## config.mk

```make
export PLATFORM = sky130hd
export DESIGN_NAME = mult_norm_round
export DESIGN_NICKNAME = d
export VERILOG_FILES = /design/src/rtl/mult_norm_round_pkg.sv /design/src/rtl/mult_round_rne.sv /design/src/rtl/mult_norm_round.sv
export SDC_FILE = /design/constraint.sdc
export NUM_CORES = 1
export LEC_CHECK = 0
export ABC_AREA = 1
export ABC_CLOCK_PERIOD_IN_PS = 4300
export CAP_MARGIN = 20
export CORE_AREA = 5 5 116 140
export CTS_CLUSTER_DIAMETER = 120
export CTS_CLUSTER_SIZE = 28
export DETAILED_ROUTE_END_ITERATION = 7
export DIE_AREA = 0 0 121 145
export GPL_TIMING_DRIVEN = 0
export PLACE_DENSITY = 0.82
export SKIP_LAST_GASP = 1
export SYNTH_ARGS = -nofsm -noshare
export SYNTH_HDL_FRONTEND = slang
export SYNTH_SLANG_ARGS = --single-unit
```

## constraint.sdc

```tcl
create_clock -name in_Clk -period 4.3 [get_ports in_Clk]
set_input_delay 0.86 -clock in_Clk [delete_from_list [all_inputs] [get_ports in_Clk]]
set_output_delay 0.86 -clock in_Clk [all_outputs]
set_load 0.01 [all_outputs]
```

## src/rtl/mult_norm_round_pkg.sv

```systemverilog
// Shared constants, exponent bias helper and the normalise-to-round stage record
// for the mult_norm_round product normaliser/rounder.
package mult_norm_round_pkg;

    localparam int DEF_EXP_WIDTH  = 11;
    localparam int DEF_MANT_WIDTH = 52;

    // Exponent carried between stages needs sign plus two growth bits (normalise, round carry).
    localparam int REC_EXP_WIDTH  = DEF_EXP_WIDTH + 3;

    typedef struct packed {
        logic                      sign;
        logic [REC_EXP_WIDTH-1:0]  exp;
        logic [DEF_MANT_WIDTH-1:0] frac;
        logic                      guard;
        logic                      sticky;
    } s1_rec_t;

    function automatic int bias(input int exp_width);
        return (1 << (exp_width - 1)) - 1;
    endfunction

endpackage

```

## src/rtl/mult_round_rne.sv

```systemverilog
// Second-stage rounder: round-to-nearest-even when MULT_NORM_ROUND_RNE_EN is defined,
// plain truncation otherwise. Inexact is reported in both builds.
module mult_round_rne
    import mult_norm_round_pkg::*;
#(
    parameter int EXP_WIDTH  = DEF_EXP_WIDTH,
    parameter int MANT_WIDTH = DEF_MANT_WIDTH
) (
    input  logic [MANT_WIDTH-1:0]  frac_in,
    input  logic                   guard,
    input  logic                   sticky,
    input  logic [EXP_WIDTH+2:0]   exp_in,
    output logic [MANT_WIDTH-1:0]  frac_out,
    output logic [EXP_WIDTH+2:0]   exp_out,
    output logic                   inexact
);

    logic                round_up;
    logic [MANT_WIDTH:0] frac_sum;

    always_comb begin
        round_up = 1'b0;
`ifdef MULT_NORM_ROUND_RNE_EN
        round_up = guard && (sticky || frac_in[0]);
`else
        round_up = 1'b0;
`endif
        frac_sum = {1'b0, frac_in} + {{MANT_WIDTH{1'b0}}, round_up};
        // A carry out of an all-ones fraction leaves fraction 0 and bumps the exponent.
        frac_out = frac_sum[MANT_WIDTH-1:0];
        exp_out  = exp_in + {{(EXP_WIDTH+2){1'b0}}, frac_sum[MANT_WIDTH]};
        inexact  = guard || sticky;
    end

endmodule

```

## src/rtl/mult_norm_round.sv

```systemverilog
// Two-stage valid/ready pipeline: S1 normalises the raw significand product, S2 rounds
// (see MULT_NORM_ROUND_RNE_EN) then saturates to infinity or flushes to zero.
module mult_norm_round
    import mult_norm_round_pkg::*;
#(
    parameter int EXP_WIDTH  = DEF_EXP_WIDTH,
    parameter int MANT_WIDTH = DEF_MANT_WIDTH
) (
    input  logic                      in_Clk,
    input  logic                      in_Rst_N,
    input  logic                      in_Valid,
    output logic                      out_Ready,
    input  logic                      in_Sign,
    input  logic [EXP_WIDTH+1:0]      in_Exp,
    input  logic [2*MANT_WIDTH+1:0]   in_Mant,
    output logic                      out_Valid,
    input  logic                      in_Ready,
    output logic                      out_Sign,
    output logic [EXP_WIDTH-1:0]      out_Exp,
    output logic [MANT_WIDTH-1:0]     out_Mant,
    output logic                      out_Overflow,
    output logic                      out_Underflow,
    output logic                      out_Inexact
);

    localparam int PW = 2 * MANT_WIDTH + 2;
    localparam logic [EXP_WIDTH+2:0] EXP_MAX = {3'b000, {EXP_WIDTH{1'b1}}};

    logic                   s1_valid_q, s1_valid_d;
    s1_rec_t                s1_rec_q, s1_rec_d;
    logic                   out_valid_q, out_valid_d;
    logic                   out_sign_q, out_sign_d;
    logic [EXP_WIDTH-1:0]   out_exp_q, out_exp_d;
    logic [MANT_WIDTH-1:0]  out_mant_q, out_mant_d;
    logic                   out_ovf_q, out_ovf_d;
    logic                   out_unf_q, out_unf_d;
    logic                   out_inx_q, out_inx_d;

    logic                   s2_ready;
    logic                   s1_ready;
    logic                   msb;

    assign s2_ready  = !out_valid_q || in_Ready;
    assign s1_ready  = !s1_valid_q || s2_ready;
    assign out_Ready = s1_ready;
    assign msb       = in_Mant[PW-1];

    always_comb begin
        s1_valid_d = s1_valid_q;
        s1_rec_d   = s1_rec_q;
        if (s1_ready) begin
            s1_valid_d = in_Valid;
            if (in_Valid) begin
                s1_rec_d.sign = in_Sign;
                s1_rec_d.exp  = {in_Exp[EXP_WIDTH+1], in_Exp} + {{(EXP_WIDTH+2){1'b0}}, msb};
                if (msb) begin
                    s1_rec_d.frac   = in_Mant[2*MANT_WIDTH:MANT_WIDTH+1];
                    s1_rec_d.guard  = in_Mant[MANT_WIDTH];
                    s1_rec_d.sticky = |in_Mant[MANT_WIDTH-1:0];
                end else begin
                    s1_rec_d.frac   = in_Mant[2*MANT_WIDTH-1:MANT_WIDTH];
                    s1_rec_d.guard  = in_Mant[MANT_WIDTH-1];
                    s1_rec_d.sticky = |in_Mant[MANT_WIDTH-2:0];
                end
            end
        end
    end

    logic [MANT_WIDTH-1:0]  rnd_frac;
    logic [EXP_WIDTH+2:0]   rnd_exp;
    logic                   rnd_inexact;
    logic                   range_ovf;
    logic                   range_unf;

    mult_round_rne #(
        .EXP_WIDTH  (EXP_WIDTH),
        .MANT_WIDTH (MANT_WIDTH)
    ) u_round (
        .frac_in  (s1_rec_q.frac),
        .guard    (s1_rec_q.guard),
        .sticky   (s1_rec_q.sticky),
        .exp_in   (s1_rec_q.exp),
        .frac_out (rnd_frac),
        .exp_out  (rnd_exp),
        .inexact  (rnd_inexact)
    );

    // Range check runs on the rounded exponent, so a rounding carry can itself overflow.
    assign range_ovf = !rnd_exp[EXP_WIDTH+2] && (rnd_exp >= EXP_MAX);
    assign range_unf = rnd_exp[EXP_WIDTH+2] || (rnd_exp == '0);

    always_comb begin
        out_valid_d = out_valid_q;
        out_sign_d  = out_sign_q;
        out_exp_d   = out_exp_q;
        out_mant_d  = out_mant_q;
        out_ovf_d   = out_ovf_q;
        out_unf_d   = out_unf_q;
        out_inx_d   = out_inx_q;
        if (s2_ready) begin
            out_valid_d = s1_valid_q;
            if (s1_valid_q) begin
                out_sign_d = s1_rec_q.sign;
                if (range_ovf) begin
                    out_exp_d  = '1;
                    out_mant_d = '0;
                    out_ovf_d  = 1'b1;
                    out_unf_d  = 1'b0;
                    out_inx_d  = 1'b1;
                end else if (range_unf) begin
                    out_exp_d  = '0;
                    out_mant_d = '0;
                    out_ovf_d  = 1'b0;
                    out_unf_d  = 1'b1;
                    out_inx_d  = rnd_inexact;
                end else begin
                    out_exp_d  = rnd_exp[EXP_WIDTH-1:0];
                    out_mant_d = rnd_frac;
                    out_ovf_d  = 1'b0;
                    out_unf_d  = 1'b0;
                    out_inx_d  = rnd_inexact;
                end
            end
        end
    end

    always_ff @(posedge in_Clk) begin
        if (!in_Rst_N) begin
            s1_valid_q  <= 1'b0;
            s1_rec_q    <= '0;
            out_valid_q <= 1'b0;
            out_sign_q  <= 1'b0;
            out_exp_q   <= '0;
            out_mant_q  <= '0;
            out_ovf_q   <= 1'b0;
            out_unf_q   <= 1'b0;
            out_inx_q   <= 1'b0;
        end else begin
            s1_valid_q  <= s1_valid_d;
            s1_rec_q    <= s1_rec_d;
            out_valid_q <= out_valid_d;
            out_sign_q  <= out_sign_d;
            out_exp_q   <= out_exp_d;
            out_mant_q  <= out_mant_d;
            out_ovf_q   <= out_ovf_d;
            out_unf_q   <= out_unf_d;
            out_inx_q   <= out_inx_d;
        end
    end

    assign out_Valid     = out_valid_q;
    assign out_Sign      = out_sign_q;
    assign out_Exp       = out_exp_q;
    assign out_Mant      = out_mant_q;
    assign out_Overflow  = out_ovf_q;
    assign out_Underflow = out_unf_q;
    assign out_Inexact   = out_inx_q;

endmodule
```

; Word-level counts from Yosys, hierarchy flattened
; Cells that the tools add are included.
[classes]
addsub = 1
multipliers = 0
div_mod_pow = 0
magnitude_cmp = 1
eq_ne = 0
shifts = 0
mux = 9
n_bitwise = 0
reduce_logical = 13
[op_table]
columns = cell, n
row1 = 2-to-1 mux 52 bit, 2
row2 = 2-to-1 mux 54 bit, 1
row3 = OR reduction 52 bit, 1
row4 = OR reduction 51 bit, 1
row5 = 2-to-1 mux 11 bit, 2
row6 = adder 13 x 2 -> 14 bit, 1
row7 = ">= comparator 14 x 11 -> 1 bit, second input constant", 1
row8 = zero test 14 bit, 1
row9 = logical OR 1 bit, 4
row10 = 2-to-1 mux 1 bit, 4
row11 = AND reduction 2 bit, 2
row12 = zero test 1 bit, 3
row13 = logical AND 1 bit, 1
[totals]
ff_bits = 138
latch_bits = 0
ram_bits = 0
mem_bits_ro = 0
in_bits = 124
wordCells = 37
memories = 0

; Depth between registers and ports, before layout
; Gate-level depths: netlist (run 1).
[logic_depth]
depth_word = 4
ltp_mapped = 9
ltp_nobuf = 9

; Cells and area by module
; A second synthesis (run 1) with hierarchy kept.
[hier_totals]
cells_unflattened = 1048
hier_area_um2 = 7016.7
[by_module_without_submodules]
columns = mod, instances, cells_each, area_each_um2, seq_area_each_um2
row1 = mult_norm_round, 1, 979, 6510.0, 2762.6
row2 = mult_round_rne, 1, 69, 506.7, 0.0

; Least setup slack after synthesis (run 1)
; OpenSTA, ideal clock, no wires.
[synth_path]
path_type = input to register
startpoint = input in_Exp[0]
endpoint = register s1_rec_q[66] (netlist bit)
t_arrival_ns = 1.883
required_time_ns = 4.185
setup_slack_ns = 2.302
stages = 9
path_cell_list = ha_1 -> ha_1 -> nand3_1 -> nor3_1 -> nand2_1 -> nor2_1 -> nand3_1 -> nand2_1 -> nor2_1
[synth_between]
elab_chain_len = 1
[synth_lines]
columns = element, line
row1 = start: declaration, mult_norm_round.sv:14  ; input logic [EXP_WIDTH+1:0] in_Exp,
row2 = adder 13 x 2 -> 14 bit, mult_norm_round.sv:55  ; s1_rec_d.exp = {in_Exp[EXP_WIDTH+1], in_Exp} + {{(EXP_WIDTH+2){1'b0}}, msb};
row3 = end signal: assignment, mult_norm_round.sv:140  ; s1_rec_q <= s1_rec_d;
row4 = end: declaration, mult_norm_round.sv:30  ; s1_rec_t s1_rec_q, s1_rec_d;
; No other way between the ends.
; A chain may end at the register's enable or synchronous reset.

; Final worst setup path (run 1)
[layout_path]
startpoint = input in_Ready
endpoint = output out_Ready
[layout_between]
elab_chain_len = 2
[layout_lines]
columns = element, line
row1 = start: declaration, mult_norm_round.sv:17  ; input logic in_Ready,
row2 = logical OR 1 bit, mult_norm_round.sv:43  ; assign s2_ready = !out_valid_q || in_Ready;
row3 = logical OR 1 bit, mult_norm_round.sv:44  ; assign s1_ready = !s1_valid_q || s2_ready;
row4 = end: declaration, mult_norm_round.sv:12  ; output logic out_Ready,
; No other way between the ends.

==> results_tabular.tex, run 1 <==
\begin{tabular}{lr}
\hline
Metric & Value \\
\hline
\multicolumn{2}{l}{\textbf{Global routing}} \\
Global router's overall resource usage & 22.57\% \\
Initial antenna violation count & 0 \\
Maximum number of pins on one net before global-route repair & 17 \\
Via count of the first global-routing pass & 6750 \\
Global-route wire length before repair & 32220 µm \\
Remaining global-route overflow & 0 \\
\multicolumn{2}{l}{\textbf{Yosys}} \\
Synthesized net count & 1098 \\
Portion of the post-synthesis area used by sequential elements & 42.64\% \\
Count of yosys warnings during synthesis & 0 \\
Post-synthesis register bit count & 138 \\
Unique masters post-synth & 26 \\
Mapped Avg Cell Area & 6.665 µm² \\
Cell area after synthesis & 6479 µm² \\
Mapped Cells & 972 \\
\multicolumn{2}{l}{\textbf{Routing}} \\
Total via count after detailed routing & 6824 \\
DRC violation count after routing & 0 \\
Count of TritonRoute iterations in the first routing pass & 5 \\
Iter 0 DRT Violations & 477 \\
Routed wire per std cell & 14.22 µm \\
Post-DRT Antenna Nets & 0 \\
Overall routed net length & 19910 µm \\
Ratio of routed vias to standard cells & 4.874 \\
\multicolumn{2}{l}{\textbf{Worst setup path}} \\
Crit Reg-Reg Startpoint & out\_Valid \\
Terminus of the critical flop-to-flop path & s1\_rec\_q[60] \\
WP data required & 3440 ps \\
Startpoint class of the critical path & primary input \\
Classification of the worst setup path & primary input to primary output \\
Crit path max fanout & 3 \\
Data arrival time at the worst-slack endpoint & 2010 ps \\
Worst setup EP type & primary output \\
Worst-case register-to-register setup slack & 2760 ps \\
Number of cells on the worst reg-to-reg path & 7 \\
\multicolumn{2}{l}{\textbf{Place}} \\
Detailed Place HPWL & 14940 µm \\
DP Worst Slack & 1430 ps \\
Port buffer count & 192 \\
Area post-placement & 8656 µm² \\
Final weighted congestion in routability-driven placement & 0.9097 \\
\multicolumn{2}{l}{\textbf{Status}} \\
Status & finished, final reports clean \\
\multicolumn{2}{l}{\textbf{STA}} \\
Achievable Freq & 0.3487 GHz \\
Final clock skew & 7.762 ps \\
Max Slew Vio Count & 0 \\
Crit path setup slack, layout & 1432 ps \\
Rel. slew slack & 65.00\% \\
Shortest period the worst path allows & 2868 ps \\
Hold slack & 462.7 ps \\
Final count of negative-setup-slack endpoints & 0 \\
Unrepaired setup endpoints after global routing & no \\
Fin. Hold Viols & 0 \\
Tightest Pin Transition & 525.0 ps \\
Setup TNS & 0 ps \\
Share of the clock period used by the worst path after layout & 66.70\% \\
\multicolumn{2}{l}{\textbf{CTS}} \\
Register clock-pin slew on the reported worst setup and hold paths & 50 ps \\
Postcts setup bufs & 0 \\
Post-CTS Hold Fix Bufs & 0 \\
CTS tree & yes \\
Post-CTS Resized & 0 \\
Master cell of the clock root buffer & sky130\_fd\_sc\_hd\_\_clkbuf\_16 \\
Clock Sinks & 138 \\
Clock latency on the worst-skew pair & 410 ps \\
H-Tree Level Count & 4 \\
Buffer levels on the longest clock path & 2 \\
Inserted Clock Buffers & 17 \\
\multicolumn{2}{l}{\textbf{Cells and area}} \\
N\_diodes & 0 \\
Synth-to-Final Area Change & 43.38\% \\
Net count of the finished layout & 1309 \\
Share of cells above drive strength 1 & 6.438\% \\
Final standard cell area without fillers & 9289 µm² \\
\multicolumn{2}{l}{\textbf{Floorplanning}} \\
Top-level I/O count & 193 \\
Horizontal die dimension & 121 µm \\
Row cnt & 49 \\
Starting density of the core & 43.85\% \\
Die Area & 17550 µm² \\
Die Y-Extent & 145 µm \\
Area of the core region & 14780 µm² \\
\multicolumn{2}{l}{\textbf{Pwr}} \\
Maximum vdd ir drop & 0.0002703 V \\
Ratio of total power to cell area & 373.1 nW/µm² \\
Lkg Pwr & 3.843 nW \\
\multicolumn{2}{l}{\textbf{Run}} \\
Number of violations of the max-capacitance limit & 0 \\
\multicolumn{2}{l}{\textbf{Min path}} \\
Path type of the worst min-delay path & flop to flop \\
Hold endpoint & out\_Mant[51] \\
Hold\_sp & out\_Mant[51] \\
Hold Path Cell Cnt & 2 \\
\hline
\end{tabular}
==> how the worst max path moves through the flow <==
stage                            start           end  slack, ps  cells after the start
after floorplan              in_Exp[0]  s1_rec_q[66]       2300                      9
after global placement        in_Ready     out_Ready       1440                      4
after detailed placement  in_Mant[105]  s1_rec_q[66]       1430                     10
after CTS                     in_Ready     out_Ready       1430                      4
after global routing          in_Ready     out_Ready       1400                      4
final                         in_Ready     out_Ready       1430                      4
==> metal layers <==
layer | routed length, µm | up-vias | GRT usage, %
met5 | 0 | - | 0
met4 | 779 | 0 | 9.864
met3 | 1166 | 55 | 4.165
met2 | 9786 | 244 | 39.67
met1 | 8179 | 3015 | 26.52
li1 | - | 3510 | -
==> stage by stage <==
step | util (%) | power [mW] | instances
2_1_floorplan | - | 1.684 | 972
3_3_place_gp | 58.58 | 1.932 | 1368
3_5_place_dp | 58.58 | 1.941 | 1368
4_1_cts | 62.87 | 3.481 | 1400
5_1_grt | 62.87 | 3.614 | 1400
6_report | 62.87 | 3.466 | 1400
==> cell usage after synthesis, drive strengths merged <==
| cell | instances | area share (%) |
|---|---|---|
| nand3b | 1 | 0.12 |
| nand2 | 90 | 5.4 |
| clkbuf | 28 | 1.6 |
| nor3b | 1 | 0.12 |
| ha | 2 | 0.39 |
| buf | 36 | 3.3 |
| dfxtp | 138 | 43 |
| nor3 | 4 | 0.31 |
| o21ai | 79 | 6.1 |
| o21bai | 1 | 0.12 |
| nand4 | 6 | 0.58 |
| nor2 | 191 | 11 |
| o211ai | 2 | 0.23 |
| xnor2 | 1 | 0.14 |
| nand3 | 63 | 4.9 |
| or2 | 2 | 0.19 |
| inv | 147 | 8.5 |
| xor2 | 5 | 0.68 |
| a21oi | 175 | 14 |
==> state kept, by name (all words and copies together), names as in the netlist <==
signal / cells
s1_valid_q: 1
out_Inexact: 1
out_Overflow: 1
s1_rec_q: 69
out_Sign: 1
out_Underflow: 1
out_Mant: 52
out_Valid: 1
out_Exp: 11
==> critical path, cell delays in order <==
cell and delay (ps):
sky130_fd_sc_hd__clkdlybuf4s50_1 450, sky130_fd_sc_hd__inv_1 50, sky130_fd_sc_hd__nand3_2 90, sky130_fd_sc_hd__clkdlybuf4s50_1 550
==> logic make-up after synthesis <==
family                   share of synthesized area [%]
buffers and inverters                            13.46
XOR/XNOR                                        0.8111
adder cells (fa/ha/maj)                         0.3862
flip-flops                                       42.64
AND/OR/NAND/NOR                                  22.73
AO/OA/AOI/OAI                                    19.97
==> cell usage in the layout (no fill, tap or decap) <==
cell type,instances
sky130_fd_sc_hd__a21oi_1,175
sky130_fd_sc_hd__buf_2,25
sky130_fd_sc_hd__buf_4,9
sky130_fd_sc_hd__buf_6,2
sky130_fd_sc_hd__bufinv_16,3
sky130_fd_sc_hd__clkbuf_1,29
sky130_fd_sc_hd__clkbuf_16,17
sky130_fd_sc_hd__clkbuf_8,5
sky130_fd_sc_hd__clkdlybuf4s50_1,192
sky130_fd_sc_hd__clkinv_2,1
sky130_fd_sc_hd__clkinv_4,1
sky130_fd_sc_hd__clkinvlp_4,3
sky130_fd_sc_hd__dfxtp_1,138
sky130_fd_sc_hd__ha_1,2
sky130_fd_sc_hd__inv_1,143
sky130_fd_sc_hd__inv_2,4
sky130_fd_sc_hd__inv_6,1
sky130_fd_sc_hd__nand2_1,87
sky130_fd_sc_hd__nand2_2,2
sky130_fd_sc_hd__nand2_4,1
sky130_fd_sc_hd__nand3_1,62
sky130_fd_sc_hd__nand3_2,1
sky130_fd_sc_hd__nand3b_1,1
sky130_fd_sc_hd__nand4_1,6
sky130_fd_sc_hd__nor2_1,191
sky130_fd_sc_hd__nor3_1,4
sky130_fd_sc_hd__nor3b_1,1
sky130_fd_sc_hd__o211ai_1,2
sky130_fd_sc_hd__o21ai_0,49
sky130_fd_sc_hd__o21ai_1,30
sky130_fd_sc_hd__o21bai_1,1
sky130_fd_sc_hd__or2_2,2
sky130_fd_sc_hd__xnor2_1,1
sky130_fd_sc_hd__xor2_1,5
==> layout make-up <==
| class | count | area, µm² |
|---|---|---|
| Clock inverter | 9 | 135.1 |
| Sequential cell | 138 | 2763 |
| Timing Repair Buffer | 192 | 1922 |
| Multi-Input combinational cell | 623 | 2844 |
| Inverter | 147 | 551.8 |
| Fill cell | 1323 | 5487 |
| Clock buffer | 23 | 498.0 |
| Buffer | 64 | 320.3 |
| Tap cell | 204 | 255.2 |
==> power breakdown <==
group	switching, mW	internal (mW)	leakage (nW)	total, mW
registers	0.0394	1.35	1.13	1.39
clock network	0.552	0.992	0.302	1.54
logic	0.280	0.250	2.41	0.530
(Power assumes the default switching activity.)
==> run 2: changes to the inputs <==
Settings changed: ABC_CLOCK_PERIOD_IN_PS 4300 to 2450, CORE_AREA 5 5 116 140 to 5 5 119 143, DIE_AREA 0 0 121 145 to 0 0 124 148.
Clock period 4.3 ns to 2.45 ns, I/O delays scaled along.
==> results_tabular.tex, run 2 (synthesis gave the netlist of run 1 again) <==
\begin{tabular}{lr}
\hline
Metric & Value \\
\hline
\multicolumn{2}{l}{\textbf{CTS}} \\
Buffer levels on the longest clock path & 2 (unchanged) \\
CTS tree & yes (unchanged) \\
Postcts setup bufs & 0 (unchanged) \\
Clock latency on the worst-skew pair & 420 ps (was 410 ps) \\
Master cell of the clock root buffer & sky130\_fd\_sc\_hd\_\_clkbuf\_16 (unchanged) \\
H-Tree Level Count & 4 (unchanged) \\
Inserted Clock Buffers & 17 (unchanged) \\
Post-CTS Hold Fix Bufs & 0 (unchanged) \\
Clock Sinks & 138 (unchanged) \\
Register clock-pin slew on the reported worst setup and hold paths & 60 ps (was 50 ps) \\
Post-CTS Resized & 0 (unchanged) \\
\multicolumn{2}{l}{\textbf{Global routing}} \\
Initial antenna violation count & 2 (was 0) \\
Global router's overall resource usage & 21.76\% (was 22.57\%) \\
Remaining global-route overflow & 0 (unchanged) \\
Global-route wire length before repair & 31770 µm (was 32220 µm) \\
Via count of the first global-routing pass & 6508 (was 6750) \\
Maximum number of pins on one net before global-route repair & 17 (unchanged) \\
\multicolumn{2}{l}{\textbf{Routing}} \\
Routed wire per std cell & 14.22 µm (about the same) \\
Iter 0 DRT Violations & 442 (was 477) \\
Count of TritonRoute iterations in the first routing pass & 5 (unchanged) \\
Total via count after detailed routing & 6880 (was 6824) \\
Overall routed net length & 19950 µm (was 19910 µm) \\
Post-DRT Antenna Nets & 0 (unchanged) \\
Ratio of routed vias to standard cells & 4.904 (was 4.874) \\
DRC violation count after routing & 0 (unchanged) \\
\multicolumn{2}{l}{\textbf{Cells and area}} \\
Number of filler cells placed in the layout & 1450 (was 1323) \\
Multi-input combinational cell area & 2844 µm² (unchanged) \\
Leading cell type in the layout, fill and taps excluded & sky130\_fd\_sc\_hd\_\_clkdlybuf4s50\_1 (unchanged) \\
Register ranked first by flip-flop count & s1\_rec\_q (unchanged) \\
N\_diodes & 0 (unchanged) \\
Share of cells above drive strength 1 & 6.109\% (was 6.438\%) \\
Area used by sequential logic in the layout & 2763 µm² (unchanged) \\
Number of flip-flops under the largest register name & 69 (unchanged) \\
Net count of the finished layout & 1309 (unchanged) \\
Commonest cells after routing, fill and taps aside & 192 x sky130\_fd\_sc\_hd\_\_clkdlybuf4s50\_1, 191 x sky130\_fd\_sc\_hd\_\_nor2\_1, 175 x sky130\_fd\_sc\_hd\_\_a21oi\_1, 143 x sky130\_fd\_sc\_hd\_\_inv\_1, 138 x sky130\_fd\_sc\_hd\_\_dfxtp\_1 (unchanged) \\
Synth-to-Final Area Change & 41.85\% (was 43.38\%) \\
\multicolumn{2}{l}{\textbf{Worst setup path}} \\
Worst setup EP type & primary output (unchanged) \\
Crit path max fanout & 3 (unchanged) \\
Number of cells on the worst reg-to-reg path & 8 (was 7) \\
Crit Reg-Reg Startpoint & s1\_rec\_q[57] (was out\_Valid) \\
WP data required & 1960 ps (was 3440 ps) \\
Worst Setup EP & out\_Ready (unchanged) \\
Classification of the worst setup path & primary input to primary output (unchanged) \\
Terminus of the critical flop-to-flop path & out\_Mant[2] (was s1\_rec\_q[60]) \\
Worst-case register-to-register setup slack & 910 ps (was 2760 ps) \\
Startpoint class of the critical path & primary input (unchanged) \\
Critical Path Start & in\_Ready (unchanged) \\
Data arrival time at the worst-slack endpoint & 1650 ps (was 2010 ps) \\
\multicolumn{2}{l}{\textbf{STA}} \\
Achievable Freq & 0.4670 GHz \\
Unrepaired setup endpoints after global routing & no (unchanged) \\
Crit path setup slack, layout & 308.9 ps (was 1432 ps) \\
Final count of negative-setup-slack endpoints & 0 (unchanged) \\
Final clock skew & 9.340 ps (was 7.762 ps) \\
Tightest Pin Transition & 517.0 ps (was 525.0 ps) \\
Rel. slew slack & 65.53\% (was 65.00\%) \\
Max Slew Vio Count & 0 (unchanged) \\
Fin. Hold Viols & 0 (unchanged) \\
Shortest period the worst path allows & 2141 ps \\
Share of the clock period used by the worst path after layout & 87.39\% \\
Setup TNS & 0 ps (unchanged) \\
\multicolumn{2}{l}{\textbf{Pwr}} \\
Ratio of total power to cell area & 623.0 nW/µm² (was 373.1 nW/µm²) \\
Lkg Pwr & 3.800 nW (was 3.843 nW) \\
Maximum vdd ir drop & 0.0004822 V (was 0.0002703 V) \\
\multicolumn{2}{l}{\textbf{Floorplanning}} \\
Top-level I/O count & 193 (unchanged) \\
Die Area & 18350 µm² (was 17550 µm²) \\
Area of the core region & 15450 µm² (was 14780 µm²) \\
Horizontal die dimension & 124 µm (was 121 µm) \\
Row cnt & 50 (was 49) \\
Die Y-Extent & 148 µm (was 145 µm) \\
Starting density of the core & 41.93\% (was 43.85\%) \\
\multicolumn{2}{l}{\textbf{Status}} \\
Status & finished, final reports clean (unchanged) \\
\multicolumn{2}{l}{\textbf{Place}} \\
Final weighted congestion in routability-driven placement & 0.8928 (was 0.9097) \\
Detailed Place HPWL & 14920 µm (was 14940 µm) \\
Port buffer count & 192 (unchanged) \\
DP Worst Slack & 10.78 ps (was 1430 ps) \\
\multicolumn{2}{l}{\textbf{Run}} \\
Number of violations of the max-capacitance limit & 0 (unchanged) \\
\multicolumn{2}{l}{\textbf{Min path}} \\
Hold Path Cell Cnt & 2 (unchanged) \\
Path type of the worst min-delay path & flop to flop (unchanged) \\
Hold\_sp & out\_Mant[13] (was out\_Mant[51]) \\
\hline
\end{tabular}
[run 2: cell types whose count changed in the layout (fill, tap and decap cells not counted), sizes merged]
cell,before,now
inv,148,147
clkbuf,51,50
clkinv,2,6
bufinv,3,1
clkinvlp,3,2
[run 2: through the flow]
stage | cell area (µm²) | hold slack [ps] | util [%] | total power [mW] | instances
detailed placement | 8661 | 455.8 | 56.05 | 3.405 | 1372
global route | 9190 | 483.0 | 59.47 | 5.981 | 1403
finish | 9190 | 462.2 | 59.47 | 5.726 | 1403
global placement | 8661 | 453.6 | 56.05 | 3.387 | 1372
CTS | 9190 | 464.8 | 59.47 | 5.738 | 1403
floorplan | 6479 | 448.8 | - | 2.956 | 972
[run 2: layer usage]
layer	routed length, µm	global-route usage, %	vias to the layer above	part of all wire, %
met5	21	0	-	0.11
met4	610	8.877	4	3.1
met3	1402	4.592	43	7.0
met2	9776	37.48	225	49
met1	8143	26.05	3098	41
li1	-	-	3510	-
[run 2: area by class of cell]
type                            instances  share of cell area [%]
Multi-Input combinational cell        623                   30.95
Timing Repair Buffer                  192                   20.91
Clock buffer                           22                   4.942
Buffer                                 64                   3.485
Clock inverter                          9                  0.8169
Tap cell                              208                   2.832
Sequential cell                       138                   30.06
Inverter                              147                   6.004
[run 2: worst min-delay path by stage]
stage              endpoint  slack (ps)
5_1_grt         out_Mant[7]         480
2_1_floorplan  s1_rec_q[68]         450
3_5_place_dp   out_Mant[13]         460
3_3_place_gp    out_Mant[8]         450
6_report       out_Mant[13]         460
4_1_cts        out_Mant[13]         460
[run 2: where the power goes]
group          internal (mW)  total (mW)  switching [mW]  leakage [nW]
registers               2.37        2.44          0.0687          1.13
logic                  0.439       0.927           0.488          2.41
clock network           1.40        2.36           0.952         0.259
[run 2: critical path: stages]
cell                              delay (ps)
sky130_fd_sc_hd__clkdlybuf4s50_1         460
sky130_fd_sc_hd__inv_1                    50
sky130_fd_sc_hd__nand3_2                 100
sky130_fd_sc_hd__clkdlybuf4s50_1         550
